$ cat config.mk
export PLATFORM = sky130hd
export DESIGN_NAME = bcd_parity_sequencer
export DESIGN_NICKNAME = d
export VERILOG_FILES = /design/src/rtl/bcd_parity_sequencer.sv
export SDC_FILE = /design/constraint.sdc
export NUM_CORES = 1
export LEC_CHECK = 0
export BUFFER_PORTS_ARGS = -buffer_cell sky130_fd_sc_hd__buf_4
export CORE_MARGIN = 5
export CORE_UTILIZATION = 53
export CTS_BUF_LIST = sky130_fd_sc_hd__clkbuf_4
export CTS_CLUSTER_SIZE = 40
export DETAILED_ROUTE_END_ITERATION = 12
export MAX_ROUTING_LAYER = met4
export PLACE_DENSITY = 0.92
export SKIP_CTS_REPAIR_TIMING = 1
export SYNTH_ARGS = -nofsm -noshare
export SYNTH_HDL_FRONTEND = slang
export SYNTH_SLANG_ARGS = --single-unit
$ cat constraint.sdc
create_clock -name clk -period 4.2 [get_ports clk]
set_clock_uncertainty 0.15 [all_clocks]
set_input_delay 0.63 -clock clk [delete_from_list [all_inputs] [get_ports clk]]
set_output_delay 0.63 -clock clk [all_outputs]
set_load 0.005 [all_outputs]
$ cat src/rtl/bcd_parity_sequencer.sv
// bcd_parity_sequencer: control stage for an even/odd BCD counter.
// Keeps a shadow BCD digit, computes the next digit of the selected parity
// sequence, and drives registered per-bit set/reset excitations into a
// negedge-clocked SR flip-flop bank. Also flags terminal count, counts wraps,
// and keeps a sticky error flag.
// Optional build macro FB_CHECK_EN: when defined, the SR bank's q outputs
// (q_fb) are compared against the shadow count on every posedge, except the
// first posedge after reset release. When undefined, q_fb is unused and err
// is set only by invalid loads.
module bcd_parity_sequencer #(
  parameter int unsigned WRAP_W = 8
) (
  input  logic              clk,
  input  logic              rst,
  input  logic              en,
  input  logic              mode,
  input  logic              load,
  input  logic [3:0]        load_val,
  input  logic [3:0]        q_fb,
  output logic [3:0]        s,
  output logic [3:0]        r,
  output logic [3:0]        count,
  output logic              tc,
  output logic [WRAP_W-1:0] wrap_cnt,
  output logic              err
);

  localparam int unsigned DIGIT_W   = 4;
  localparam logic [DIGIT_W-1:0] MAX_DIGIT = DIGIT_W'(9);
  localparam logic [DIGIT_W-1:0] TOP_EVEN  = DIGIT_W'(8);

  logic [DIGIT_W-1:0] count_q, count_d;
  logic [DIGIT_W-1:0] s_q, s_d;
  logic [DIGIT_W-1:0] r_q, r_d;
  logic               tc_q, tc_d;
  logic [WRAP_W-1:0]  wrap_q, wrap_d;
  logic               err_q, err_d;
  logic [DIGIT_W-1:0] step_nxt_c;
  logic               fb_bad_c;

  // Next digit of the parity sequence, or the catch-up step on a mismatch.
  always_comb begin
    step_nxt_c = count_q;
    if (count_q[0] == mode) begin
      if (count_q == TOP_EVEN)       step_nxt_c = DIGIT_W'(0);
      else if (count_q == MAX_DIGIT) step_nxt_c = DIGIT_W'(1);
      else                           step_nxt_c = count_q + DIGIT_W'(2);
    end else begin
      if (count_q == MAX_DIGIT)      step_nxt_c = DIGIT_W'(0);
      else                           step_nxt_c = count_q + DIGIT_W'(1);
    end
  end

`ifdef FB_CHECK_EN
  logic first_q;

  // Suppresses the feedback compare on the first edge after reset release.
  always_ff @(posedge clk or negedge rst) begin
    if (!rst) first_q <= 1'b1;
    else      first_q <= 1'b0;
  end

  // Bank readback disagrees with the shadow count it should mirror.
  always_comb begin
    fb_bad_c = 1'b0;
    if (!first_q && (q_fb != count_q)) fb_bad_c = 1'b1;
  end
`else
  logic unused_fb;

  // Feedback is ignored in this build.
  always_comb begin
    fb_bad_c  = 1'b0;
    unused_fb = ^q_fb;
  end
`endif

  // Load/step/hold selection, excitation encoding, tc, wrap and error update.
  always_comb begin
    count_d = count_q;
    tc_d    = 1'b0;
    err_d   = err_q;
    if (load) begin
      if (load_val <= MAX_DIGIT) count_d = load_val;
      else                       err_d   = 1'b1;
    end else if (en) begin
      count_d = step_nxt_c;
      tc_d    = (step_nxt_c < count_q);
    end
    if (fb_bad_c) err_d = 1'b1;
    // Unchanged bits get 00, the SR hold code; set/reset never overlap.
    s_d    = count_d & ~count_q;
    r_d    = ~count_d & count_q;
    wrap_d = wrap_q + WRAP_W'(tc_d);
  end

  // Register all state and outputs.
  always_ff @(posedge clk or negedge rst) begin
    if (!rst) begin
      count_q <= '0;
      s_q     <= '0;
      r_q     <= '0;
      tc_q    <= 1'b0;
      wrap_q  <= '0;
      err_q   <= 1'b0;
    end else begin
      count_q <= count_d;
      s_q     <= s_d;
      r_q     <= r_d;
      tc_q    <= tc_d;
      wrap_q  <= wrap_d;
      err_q   <= err_d;
    end
  end

  assign count    = count_q;
  assign s        = s_q;
  assign r        = r_q;
  assign tc       = tc_q;
  assign wrap_cnt = wrap_q;
  assign err      = err_q;

endmodule

==> results_dict.tcl <==
set metrics [dict create \
    synth_cell_types 39 \
    power_per_cell_area_nw_per_um2 467.2 \
    clock-root-buffer "sky130_fd_sc_hd__clkbuf_4" \
    worstPathBufferInverterCount 1 \
    critical_path.startpoint_type "register" \
    place_area_um2 1461 \
    vias_in_the_first_global_route 1019 \
    chipWidth_um 58.25 \
    finalWirelength_mm 2.689 \
    clock_h_tree_levels 1 \
    maxSlewViolCount 0 \
    setup_viol_count_final 0 \
    post-layout-total-power_uw 693.3 \
    timing.critical_path.slowest_cell_delay_ps 600 \
    final_min_period_over_clock_period_pct 83.83 \
    fin_hold_ws_ps 43.17 \
    post-dp-hpwl_mm 1.995 \
    clock_sink_count 22 \
    initial_utilization_pct 55.77 \
    synth_seq_area_share_pct 44.62 \
    final_nets 171 \
    vdd.ir_drop.worst_uv 327.9 \
    critical_path_required_time_ps 4240 \
    routed-via-count 1000 \
    die-height_um 58.25 \
    coreArea_um2 2212 \
    fillerInstances 189 \
    crit_path_frequent_cell "sky130_fd_sc_hd__ha_1" \
    path_cells "inv_1 -> ha_1 -> nand3b_1 -> a21o_1 -> nand2_1 -> nor2_1 -> ha_1 -> or2_2 -> a211o_1 -> o21ai_1 -> ha_1 -> ha_1 -> and3_1 -> nand3_1 -> xnor2_1" \
    synth_warnings 0 \
    period_needed_ps 3521 \
    max-slew-margin-rel_pct 73.28 \
    fin_util_pct 67.08 \
    synth_area_um2 1234 \
    synthesis.nets 140 \
    critical-path-slowest-cell "sky130_fd_sc_hd__dfrtp_1" \
    antenna_violations_before_repair 0 \
    tns_ps 0 \
    drive_above_1_share_pct 25.85 \
    status "complete, no violations" \
    io_count 35 \
    tightest_slew_ps 400.8 \
    grt_pass1_wl_mm 4.409 \
    port-buffer-count 30 \
    detail_route.vias_per_cell 5.714 \
    worst_setup_path_end_kind "register" \
    area_delta_synth_final_pct 20.28 \
    wl_per_cell_um 15.37 \
    clock_latency_ps 300 \
    timing.reg2reg.setup_slack_ps 680 \
    grt_start_max_net_pins 23 \
    rsz0062_at_grt "no" \
    layout.cell_area.non_filler_um2 1484 \
    detail_route.drc_violations 0 \
    tritoncts_clock_tree "built" \
    cpLargestDelayFamily "adder cells" \
    cp_max_fo 10 \
    cellLeakagePower_uw 0.0007523 \
    max_cap_violations 0 \
    clockBufferDepth 2 \
    design.die.area_um2 3392 \
    final_hold_viol_count 0 \
    antenna_left 0 \
    synth.ff_latch_count 22 \
    worst-setup-path-type "reg2reg" \
    global_route.usage.total_pct 17.39 \
    detail_route.iter0.violations 54 \
    clock_input_transition_at_the_sequential_cells_of_the_worst_setup_and_hold_paths_ps 110 \
    timing.hold.worst.class "in2async" \
    drt_first_pass_iters 4 \
    synth.avg_cell_area_um2 10.45 \
    timing.fmax_mhz 284.0 \
    placementRows 17 \
    gp_congestion 0.8630 \
    critical_path_arrival_ps 3560 \
    synthCells 118 \
    cts_made_buffers 3 \
    antenna_cells_inserted 0 \
    grt_remaining_overflow 0 \
]
[synthesized netlist by cell type]
master                      count  area (µm²)
sky130_fd_sc_hd__dfrtp_1       22       550.5
sky130_fd_sc_hd__nand2_1       13       48.80
sky130_fd_sc_hd__ha_1           9       112.6
sky130_fd_sc_hd__a21oi_1        8       40.04
sky130_fd_sc_hd__nor2_1         6       22.52
sky130_fd_sc_hd__xnor2_1        6       52.55
sky130_fd_sc_hd__a211o_1        5       43.79
sky130_fd_sc_hd__inv_1          5       18.77
sky130_fd_sc_hd__a21o_1         3       22.52
sky130_fd_sc_hd__nand3_1        3       15.01
sky130_fd_sc_hd__nor2b_1        3       18.77
sky130_fd_sc_hd__and3_1         2       12.51
sky130_fd_sc_hd__buf_6          2       22.52
sky130_fd_sc_hd__nand2b_1       2       12.51
sky130_fd_sc_hd__nand3b_1       2       15.01
sky130_fd_sc_hd__o211a_1        2       20.02
sky130_fd_sc_hd__o21bai_1       2       15.01
sky130_fd_sc_hd__xor2_1         2       17.52
sky130_fd_sc_hd__a211oi_2       1       12.51
sky130_fd_sc_hd__a22oi_1        1       7.510
sky130_fd_sc_hd__a31oi_1        1       6.260
sky130_fd_sc_hd__a32oi_1        1       8.760
sky130_fd_sc_hd__and2_1         1       6.260
sky130_fd_sc_hd__and3b_1        1       8.760
sky130_fd_sc_hd__and4_1         1       8.760
sky130_fd_sc_hd__buf_2          1       5.000
sky130_fd_sc_hd__clkbuf_2       1       5.000
sky130_fd_sc_hd__nand4_1        1       6.260
sky130_fd_sc_hd__o21a_1         1       7.510
sky130_fd_sc_hd__o21ai_0        1       5.000
sky130_fd_sc_hd__o21ai_1        1       5.000
sky130_fd_sc_hd__o221a_2        1       11.26
sky130_fd_sc_hd__o2bb2ai_1      1       8.760
sky130_fd_sc_hd__o31ai_1        1       7.510
sky130_fd_sc_hd__o31ai_2        1       12.51
sky130_fd_sc_hd__o32a_1         1       10.01
sky130_fd_sc_hd__or2_2          1       6.260
sky130_fd_sc_hd__or4_1          1       7.510
sky130_fd_sc_hd__xor2_2         1       16.27
[layer usage]
layer / vias to the layer above / wire length, µm / GRT usage, %
li1: 481 / - / -
met1: 461 / 1076 / 19.41
met2: 49 / 1365 / 30.48
met3: 9 / 180 / 2.895
met4: 0 / 68 / 7.285
met5: - / 0 / -
[placed cells by master (no fill, tap or decap), types with 2 or more instances in the layout]
master,count
sky130_fd_sc_hd__a211o_1,5
sky130_fd_sc_hd__a21o_1,3
sky130_fd_sc_hd__a21oi_1,8
sky130_fd_sc_hd__and3_1,2
sky130_fd_sc_hd__buf_4,30
sky130_fd_sc_hd__clkbuf_4,3
sky130_fd_sc_hd__dfrtp_1,22
sky130_fd_sc_hd__ha_1,9
sky130_fd_sc_hd__inv_1,5
sky130_fd_sc_hd__nand2_1,13
sky130_fd_sc_hd__nand2b_1,2
sky130_fd_sc_hd__nand3_1,3
sky130_fd_sc_hd__nand3b_1,2
sky130_fd_sc_hd__nor2_1,6
sky130_fd_sc_hd__nor2b_1,3
sky130_fd_sc_hd__o211a_1,2
sky130_fd_sc_hd__o21bai_1,2
sky130_fd_sc_hd__xnor2_1,6
sky130_fd_sc_hd__xor2_1,2
[stage by stage]
step | std cells | setup slack (ps)
after CTS | 175 | 666.6
after global placement | 172 | 783.9
final | 175 | 679.2
after floorplan | 118 | 1045
after detailed placement | 172 | 707.4
after global routing | 175 | 440.6
[cell type report]
cell class / instances / area, µm² / share of cell area, %
Sequential cell: 22 / 550.5 / 37.10
Clock buffer: 3 / 22.52 / 1.518
Inverter: 5 / 18.77 / 1.265
Tap cell: 28 / 35.03 / 2.361
Timing Repair Buffer: 30 / 225.2 / 15.18
Multi-Input combinational cell: 87 / 631.9 / 42.58
[sequential cells by signal, indices dropped and copies added (netlist names)]
signal and count:
err 1, r 4, tc 1, wrap_cnt 8, count 4, s 4
[logic make-up (layout without fill, tap and decap cells)]
family                   after synthesis  after routing  synth area share (%)
flip-flops                            22             22                 44.62
buffers and inverters                  9             38                 4.157
AND/OR/NAND/NOR                       37             37                 15.32
adder cells (fa/ha/maj)                9              9                 9.128
AO/OA/AOI/OAI                         32             32                 19.78
XOR/XNOR                               9              9                 6.999
[where the power goes]
| part | total (µW) | internal (µW) | switching [µW] |
|---|---|---|---|
| logic | 285 | 153 | 132 |
| clock network | 90.4 | 33.5 | 56.9 |
| registers | 318 | 262 | 55.2 |
[worst paths after layout]
check	start	endpoint	cells after the start
worst max-delay path	count[0]	wrap_cnt[6]	15
worst min register to register	err	err	1
max in group asynchronous	rst	r[2]	1
worst min-delay path	rst	wrap_cnt[3]	1
min in group clk	err	err	1
worst max register to register	count[0]	wrap_cnt[6]	15
Note: power is estimated with default switching activity, not from simulation.
